==> src/rtl/clk_period_meter_pkg.sv <==
// Shared definitions for the clock period meter: FSM encoding and default counter width.
package clk_period_meter_pkg;

  localparam int CNT_W_DEF = 24;

  typedef enum logic [1:0] {
    IDLE    = 2'd0,
    ARM     = 2'd1,
    MEASURE = 2'd2
  } state_t;

endpackage

==> src/rtl/clk_period_meter_if.sv <==
// Control/result bundle of the clock period meter; master is the meter, slave the consumer.
interface clk_period_meter_if
  import clk_period_meter_pkg::*;
#(
  parameter int CNT_W = CNT_W_DEF
);
  logic             en;
  logic             sig_in;
  logic [CNT_W-1:0] period;
  logic [CNT_W-1:0] high_cnt;
  logic             valid;
  logic             timeout;
  logic             locked;

  modport master (
    input  en, sig_in,
    output period, high_cnt, valid, timeout, locked
  );

  modport slave (
    output en, sig_in,
    input  period, high_cnt, valid, timeout, locked
  );
endinterface

==> src/rtl/clk_period_meter_sync_edge_det.sv <==
// Multi-flop synchronizer for an asynchronous input followed by rise/fall detection.
module sync_edge_det #(
  parameter int SYNC_STAGES = 2
) (
  input  logic clk,
  input  logic rst_n,
  input  logic d_async,
  output logic s,
  output logic rise,
  output logic fall
);

  logic [SYNC_STAGES-1:0] sync_q;
  logic                   s_d;

  always_ff @(posedge clk or negedge rst_n) begin
    if (!rst_n) begin
      sync_q <= '0;
      s_d    <= 1'b0;
    end else begin
      sync_q <= {sync_q[SYNC_STAGES-2:0], d_async};
      s_d    <= sync_q[SYNC_STAGES-1];
    end
  end

  assign s    = sync_q[SYNC_STAGES-1];
  assign rise = s & ~s_d;
  assign fall = ~s & s_d;

endmodule

==> src/rtl/clk_period_meter.sv <==
// Measures period and high time of a slow asynchronous signal in system clock cycles,
// with a sticky timeout when rising edges stop arriving.
module clk_period_meter
  import clk_period_meter_pkg::*;
#(
  parameter int CNT_W       = CNT_W_DEF,
  parameter int TIMEOUT_CYC = 2**CNT_W - 1,
  parameter int SYNC_STAGES = 2
) (
  input  logic                clk,
  input  logic                rst_n,
  clk_period_meter_if.master  bus
);

  localparam logic [CNT_W-1:0] TO_VAL = CNT_W'(TIMEOUT_CYC);
  localparam logic [CNT_W-1:0] ONE    = CNT_W'(1);

  logic s, rise, unused_fall;

  sync_edge_det #(.SYNC_STAGES(SYNC_STAGES)) u_sync (
    .clk     (clk),
    .rst_n   (rst_n),
    .d_async (bus.sig_in),
    .s       (s),
    .rise    (rise),
    .fall    (unused_fall)
  );

  state_t           state, state_n;
  logic [CNT_W-1:0] cnt, cnt_n, hcnt, hcnt_n;
  logic [CNT_W-1:0] period_q, period_n, high_q, high_n;
  logic             valid_q, valid_n, timeout_q, timeout_n, locked_q, locked_n;

  always_ff @(posedge clk or negedge rst_n) begin
    if (!rst_n) begin
      state     <= IDLE;
      cnt       <= '0;
      hcnt      <= '0;
      period_q  <= '0;
      high_q    <= '0;
      valid_q   <= 1'b0;
      timeout_q <= 1'b0;
      locked_q  <= 1'b0;
    end else begin
      state     <= state_n;
      cnt       <= cnt_n;
      hcnt      <= hcnt_n;
      period_q  <= period_n;
      high_q    <= high_n;
      valid_q   <= valid_n;
      timeout_q <= timeout_n;
      locked_q  <= locked_n;
    end
  end

  always_comb begin
    state_n   = state;
    cnt_n     = cnt;
    hcnt_n    = hcnt;
    period_n  = period_q;
    high_n    = high_q;
    valid_n   = 1'b0;
    timeout_n = timeout_q;
    locked_n  = locked_q;

    if (!bus.en) begin
      state_n   = IDLE;
      cnt_n     = '0;
      hcnt_n    = '0;
      locked_n  = 1'b0;
      timeout_n = 1'b0;
    end else begin
      unique case (state)
        IDLE: begin
          cnt_n   = '0;
          hcnt_n  = '0;
          state_n = ARM;
        end
        ARM: begin
          if (rise) begin
            cnt_n   = ONE;
            hcnt_n  = ONE;
            state_n = MEASURE;
          end
        end
        MEASURE: begin
          // A rise on the timeout cycle still closes a valid period.
          if (rise) begin
            period_n  = cnt;
            high_n    = hcnt;
            valid_n   = 1'b1;
            locked_n  = 1'b1;
            timeout_n = 1'b0;
            cnt_n     = ONE;
            hcnt_n    = ONE;
          end else if (cnt == TO_VAL) begin
            timeout_n = 1'b1;
            locked_n  = 1'b0;
            cnt_n     = '0;
            hcnt_n    = '0;
            state_n   = ARM;
          end else begin
            cnt_n = cnt + ONE;
            if (s) hcnt_n = hcnt + ONE;
          end
        end
        default: state_n = IDLE;
      endcase
    end
  end

  assign bus.period   = period_q;
  assign bus.high_cnt = high_q;
  assign bus.valid    = valid_q;
  assign bus.timeout  = timeout_q;
  assign bus.locked   = locked_q;

endmodule

==> src/flat_wrapper.sv <==
// flat-port wrapper written by rule: the top's interface ports become plain ports
module clk_period_meter_flat import clk_period_meter_pkg::*;
#(
  parameter int CNT_W       = CNT_W_DEF,
  parameter int TIMEOUT_CYC = 2**CNT_W - 1,
  parameter int SYNC_STAGES = 2
)
  (clk, rst_n, bus_en, bus_sig_in, bus_period, bus_high_cnt, bus_valid, bus_timeout, bus_locked);
  clk_period_meter_if #(.CNT_W(CNT_W)) bus_i ();
  input  logic clk;
  input  logic rst_n;
  input wire logic [$bits(bus_i.en)-1:0] bus_en;
  input wire logic [$bits(bus_i.sig_in)-1:0] bus_sig_in;
  output wire logic [$bits(bus_i.period)-1:0] bus_period;
  output wire logic [$bits(bus_i.high_cnt)-1:0] bus_high_cnt;
  output wire logic [$bits(bus_i.valid)-1:0] bus_valid;
  output wire logic [$bits(bus_i.timeout)-1:0] bus_timeout;
  output wire logic [$bits(bus_i.locked)-1:0] bus_locked;
  assign bus_i.en = bus_en;
  assign bus_i.sig_in = bus_sig_in;
  assign bus_period = bus_i.period;
  assign bus_high_cnt = bus_i.high_cnt;
  assign bus_valid = bus_i.valid;
  assign bus_timeout = bus_i.timeout;
  assign bus_locked = bus_i.locked;
  clk_period_meter #(.CNT_W(CNT_W), .TIMEOUT_CYC(TIMEOUT_CYC), .SYNC_STAGES(SYNC_STAGES)) u_core (.clk(clk), .rst_n(rst_n), .bus(bus_i));
endmodule
==> config.mk <==
export PLATFORM = sky130hd
export DESIGN_NAME = clk_period_meter_flat
export DESIGN_NICKNAME = d
export VERILOG_FILES = /design/src/rtl/clk_period_meter_pkg.sv /design/src/rtl/clk_period_meter_if.sv /design/src/rtl/clk_period_meter_sync_edge_det.sv /design/src/rtl/clk_period_meter.sv /design/src/flat_wrapper.sv
export SDC_FILE = /design/constraint.sdc
export NUM_CORES = 1
export LEC_CHECK = 0
export ABC_AREA = 1
export CORE_MARGIN = 1.5
export CORE_UTILIZATION = 35
export DETAILED_ROUTE_END_ITERATION = 16
export HOLD_SLACK_MARGIN = 0.06
export PLACE_DENSITY = 0.62
export SYNTH_ARGS = -nofsm -noshare
export SYNTH_HDL_FRONTEND = slang
export SYNTH_SLANG_ARGS = --single-unit
==> constraint.sdc <==
create_clock -name clk -period 2.64 [get_ports clk]
set_clock_uncertainty 0.2 [all_clocks]
set_input_delay 0.264 -clock clk [delete_from_list [all_inputs] [get_ports clk]]
set_output_delay 0.264 -clock clk [all_outputs]
set_load 0.01 [all_outputs]
==> flow_summary.yaml <==
status:
  status: "complete, no violations"
clock_network:
  clock_latency_ns: 0.35
  cts_root_buf: "clkbuf_16"
  cts_tree: "yes"
  cts_buffers: 9
  clock_sinks: 104
  cts_max_path_buffers: 2
  cts_resized: 0
  h-tree-depth: 3
  clkSlewWorstSetupHoldPaths_ns: 0.07
synth:
  synth_edf_count: 0
  synth_area_per_cell_sq_um: 8.111
  synth_flop_cell: "dfrtp_1"
  async_flop_share: 1.000
  ys_types: 37
  ys_seq_elements: 104
  yosysWarningCount: 0
  synth_top_area_frac: 0.5013
  synth_seq_area_share: 0.5013
  netlist_area_sq_mm: 0.005191
  synth.net_count: 650
  yosys.area.top_type: "dfrtp_1"
  synth_area_leaders: "dfrtp_1 (50%), nand2_1 (11%), o21ai_0 (6.6%)"
  synthCells: 640
sta:
  rsz0062_at_grt: "no"
  maxSlewHeadroom: 0.5321
  worst-slew-pin-transition_ns: 0.7018
  period_needed_ns: 2.334
  setup_violations: 0
  finalSetupTns_ns: 0
  period_share: 0.8842
  slew_violations: 0
  hold_viol: 0
  fmax_mhz: 428.4
placed_design:
  place_congestion: 0.8404
  hpwlAfterDp_um: 9298
  dpl-instance-area_sq_mm: 0.005938
  port-buffer-count: 54
setup_path:
  cpPeakStageDelay_ns: 0.45
  crit_buf_inv: 2
  cp.depth: 12
  critPathSlowestCell: "dfrtp_1"
  worstPathCellList: "ha_1 -> nand2_1 -> nor2_4 -> nand2_2 -> nor2_2 -> nand2_2 -> nand3_4 -> nand2_8 -> inv_6 -> nand4_1 -> nand2_1 -> inv_1"
  crit_family: "simple AND/OR/NAND/NOR gates"
  critPathKind: "flip-flop to flip-flop"
  crit_path_end_kind: "flip-flop"
  r2r_cells: 12
  required_ns: 2.69
  crit_path_start_kind: "flip-flop"
  arrival_ns: 2.38
  critical_path.max_fanout: 19
die:
  io_pins: 55
  floorplan.initialDensity: 0.3572
  fp.dieW_um: 124.8
  die_area_sq_mm: 0.01557
  die-height_um: 124.8
  placeableCoreArea_sq_mm: 0.01453
  rows: 44
cells_and_area:
  nNetsFinal: 708
  antennaDiodeCount: 0
  fin_area_sq_mm: 0.006218
  final_cell_mix: "nand2_1 (156), dfrtp_1 (104), inv_1 (82)"
  final_layout_size_suffix_gt1_frac: 0.07846
  mostFrequentLayoutCell: "nand2_1"
  syn_to_final_growth_pct: 19.79
power_and_ir_drop:
  ir_drop_v: 0.0004108
  powerDensity_mw_per_mm2: 624.7
  p_leak_nw: 2.639
min_path:
  hp-class: "input pin to flip-flop"
  hold_path_depth: 1
global_routing:
  grt_overflow: 0
  grt_first_pass_wirelength_um: 21470
  antenna_found_initial: 0
  grt_max_degree: 53
  grt_pass1_vias: 4335
  gr-usage-all-layers: 0.1697
drt:
  topRoutingLayerUsed: "met4"
  finalWirelength_um: 12740
  postRouteAntennaNets: 0
  drc: 0
  vias_per_cell: 5.011
  met3_length_um: 646
  wl_per_cell_um: 14.40
  drt-pass1-iter-count: 4
  wl_met2_um: 5604
  drt_iter0_drc: 355
  drt-met1-wl_um: 6219
  vias: 4435
job:
  drv_cap: 0
-- routing by layer --
layer	vias to the layer above	global-route usage
li1	2184	-
met1	2126	0.2429
met2	110	0.2518
met3	15	0.03007
met4	0	0.07302
met5	-	0
-- final timing paths --
kind / startpoint / endpoint / slack [ns]
min in group asynchronous: rst_n / u_core.bus.period[8]$_DFFE_PN0P_ / 0.31
max reg2reg: u_core.cnt[0]$_DFFE_PN0P_ / u_core.hcnt[14]$_DFFE_PN0P_ / 0.31
min: bus_sig_in / u_core.u_sync.sync_q[0]$_DFF_PN0_ / 0.15
max in group asynchronous: rst_n / u_core.cnt[3]$_DFFE_PN0P_ / 1.24
min reg2reg: u_core.u_sync.sync_q[0]$_DFF_PN0_ / u_core.u_sync.sync_q[1]$_DFF_PN0_ / 0.16
max: u_core.cnt[0]$_DFFE_PN0P_ / u_core.hcnt[14]$_DFFE_PN0P_ / 0.31
-- report_power, final --
part           total (mW)  switching (mW)  internal [mW]
sequential           1.68          0.0399           1.64
clock                1.30           0.568          0.727
combinational       0.909           0.650          0.259
-- final cells by class --
| cell class | count | area, sq um |
|---|---|---|
| Clock buffer | 13 | 240.2 |
| Clock inverter | 1 | 30.03 |
| Fill cell | 1417 | 8315 |
| Inverter | 91 | 350.3 |
| Multi-Input combinational cell | 427 | 2130 |
| Sequential cell | 104 | 2603 |
| Tap cell | 184 | 230.2 |
| Timing Repair Buffer | 65 | 635.6 |
-- repair_timing --
action,in CTS,in global routing
endpoints found under the hold margin,50,0
setup endpoints to repair,0,0
setup buffers,0,0
hold buffers,1,0
-- logic make-up (layout without fill, tap and decap cells) --
family,count (synthesis),count (layout),synth area share
and+or+nand+nor,299,299,0.2668
AOI/OAI and AO/OA,114,114,0.1155
buffers and inverters,109,170,0.08845
DFF,104,104,0.5013
xor gates and xnor gates,8,8,0.01350
adders and majority gates,6,6,0.01446
-- synth_stat cells, types with 7 or more instances --
| cell | n |
|---|---|
| clkbuf_1 | 7 |
| dfrtp_1 | 104 |
| nor3_1 | 16 |
| nand2_1 | 156 |
| nand2_2 | 8 |
| nand3_1 | 34 |
| o21ai_0 | 68 |
| xor2_1 | 8 |
| nand4_1 | 21 |
| inv_1 | 83 |
| a21oi_1 | 29 |
| nor2_1 | 45 |
-- per-stage QoR --
| step | total power, mW | utilization | setup WS [ns] | hold slack (ns) | instances |
|---|---|---|---|---|---|
| floorplan | 2.351 | - | 0.7450 | -0.2316 | 640 |
| global placement | 2.599 | 0.4086 | 0.3291 | 0.1325 | 870 |
| detailed placement | 2.622 | 0.4086 | 0.3021 | 0.1457 | 870 |
| CTS | 3.906 | 0.4279 | 0.3080 | 0.1604 | 885 |
| global route | 4.084 | 0.4279 | 0.1275 | 0.1605 | 885 |
| finish | 3.884 | 0.4279 | 0.3056 | 0.1520 | 885 |
-- flip-flops by register name, indices dropped and copies added, names as in the netlist --
signal                count
u_core.bus.locked         1
u_core.bus.valid          1
u_core.bus.period        24
u_core.u_sync.sync_q      2
u_core.u_sync.s_d         1
u_core.state              2
u_core.hcnt              24
u_core.bus.timeout        1
u_core.cnt               24
u_core.bus.high_cnt      24
(Power assumes the default switching activity.)
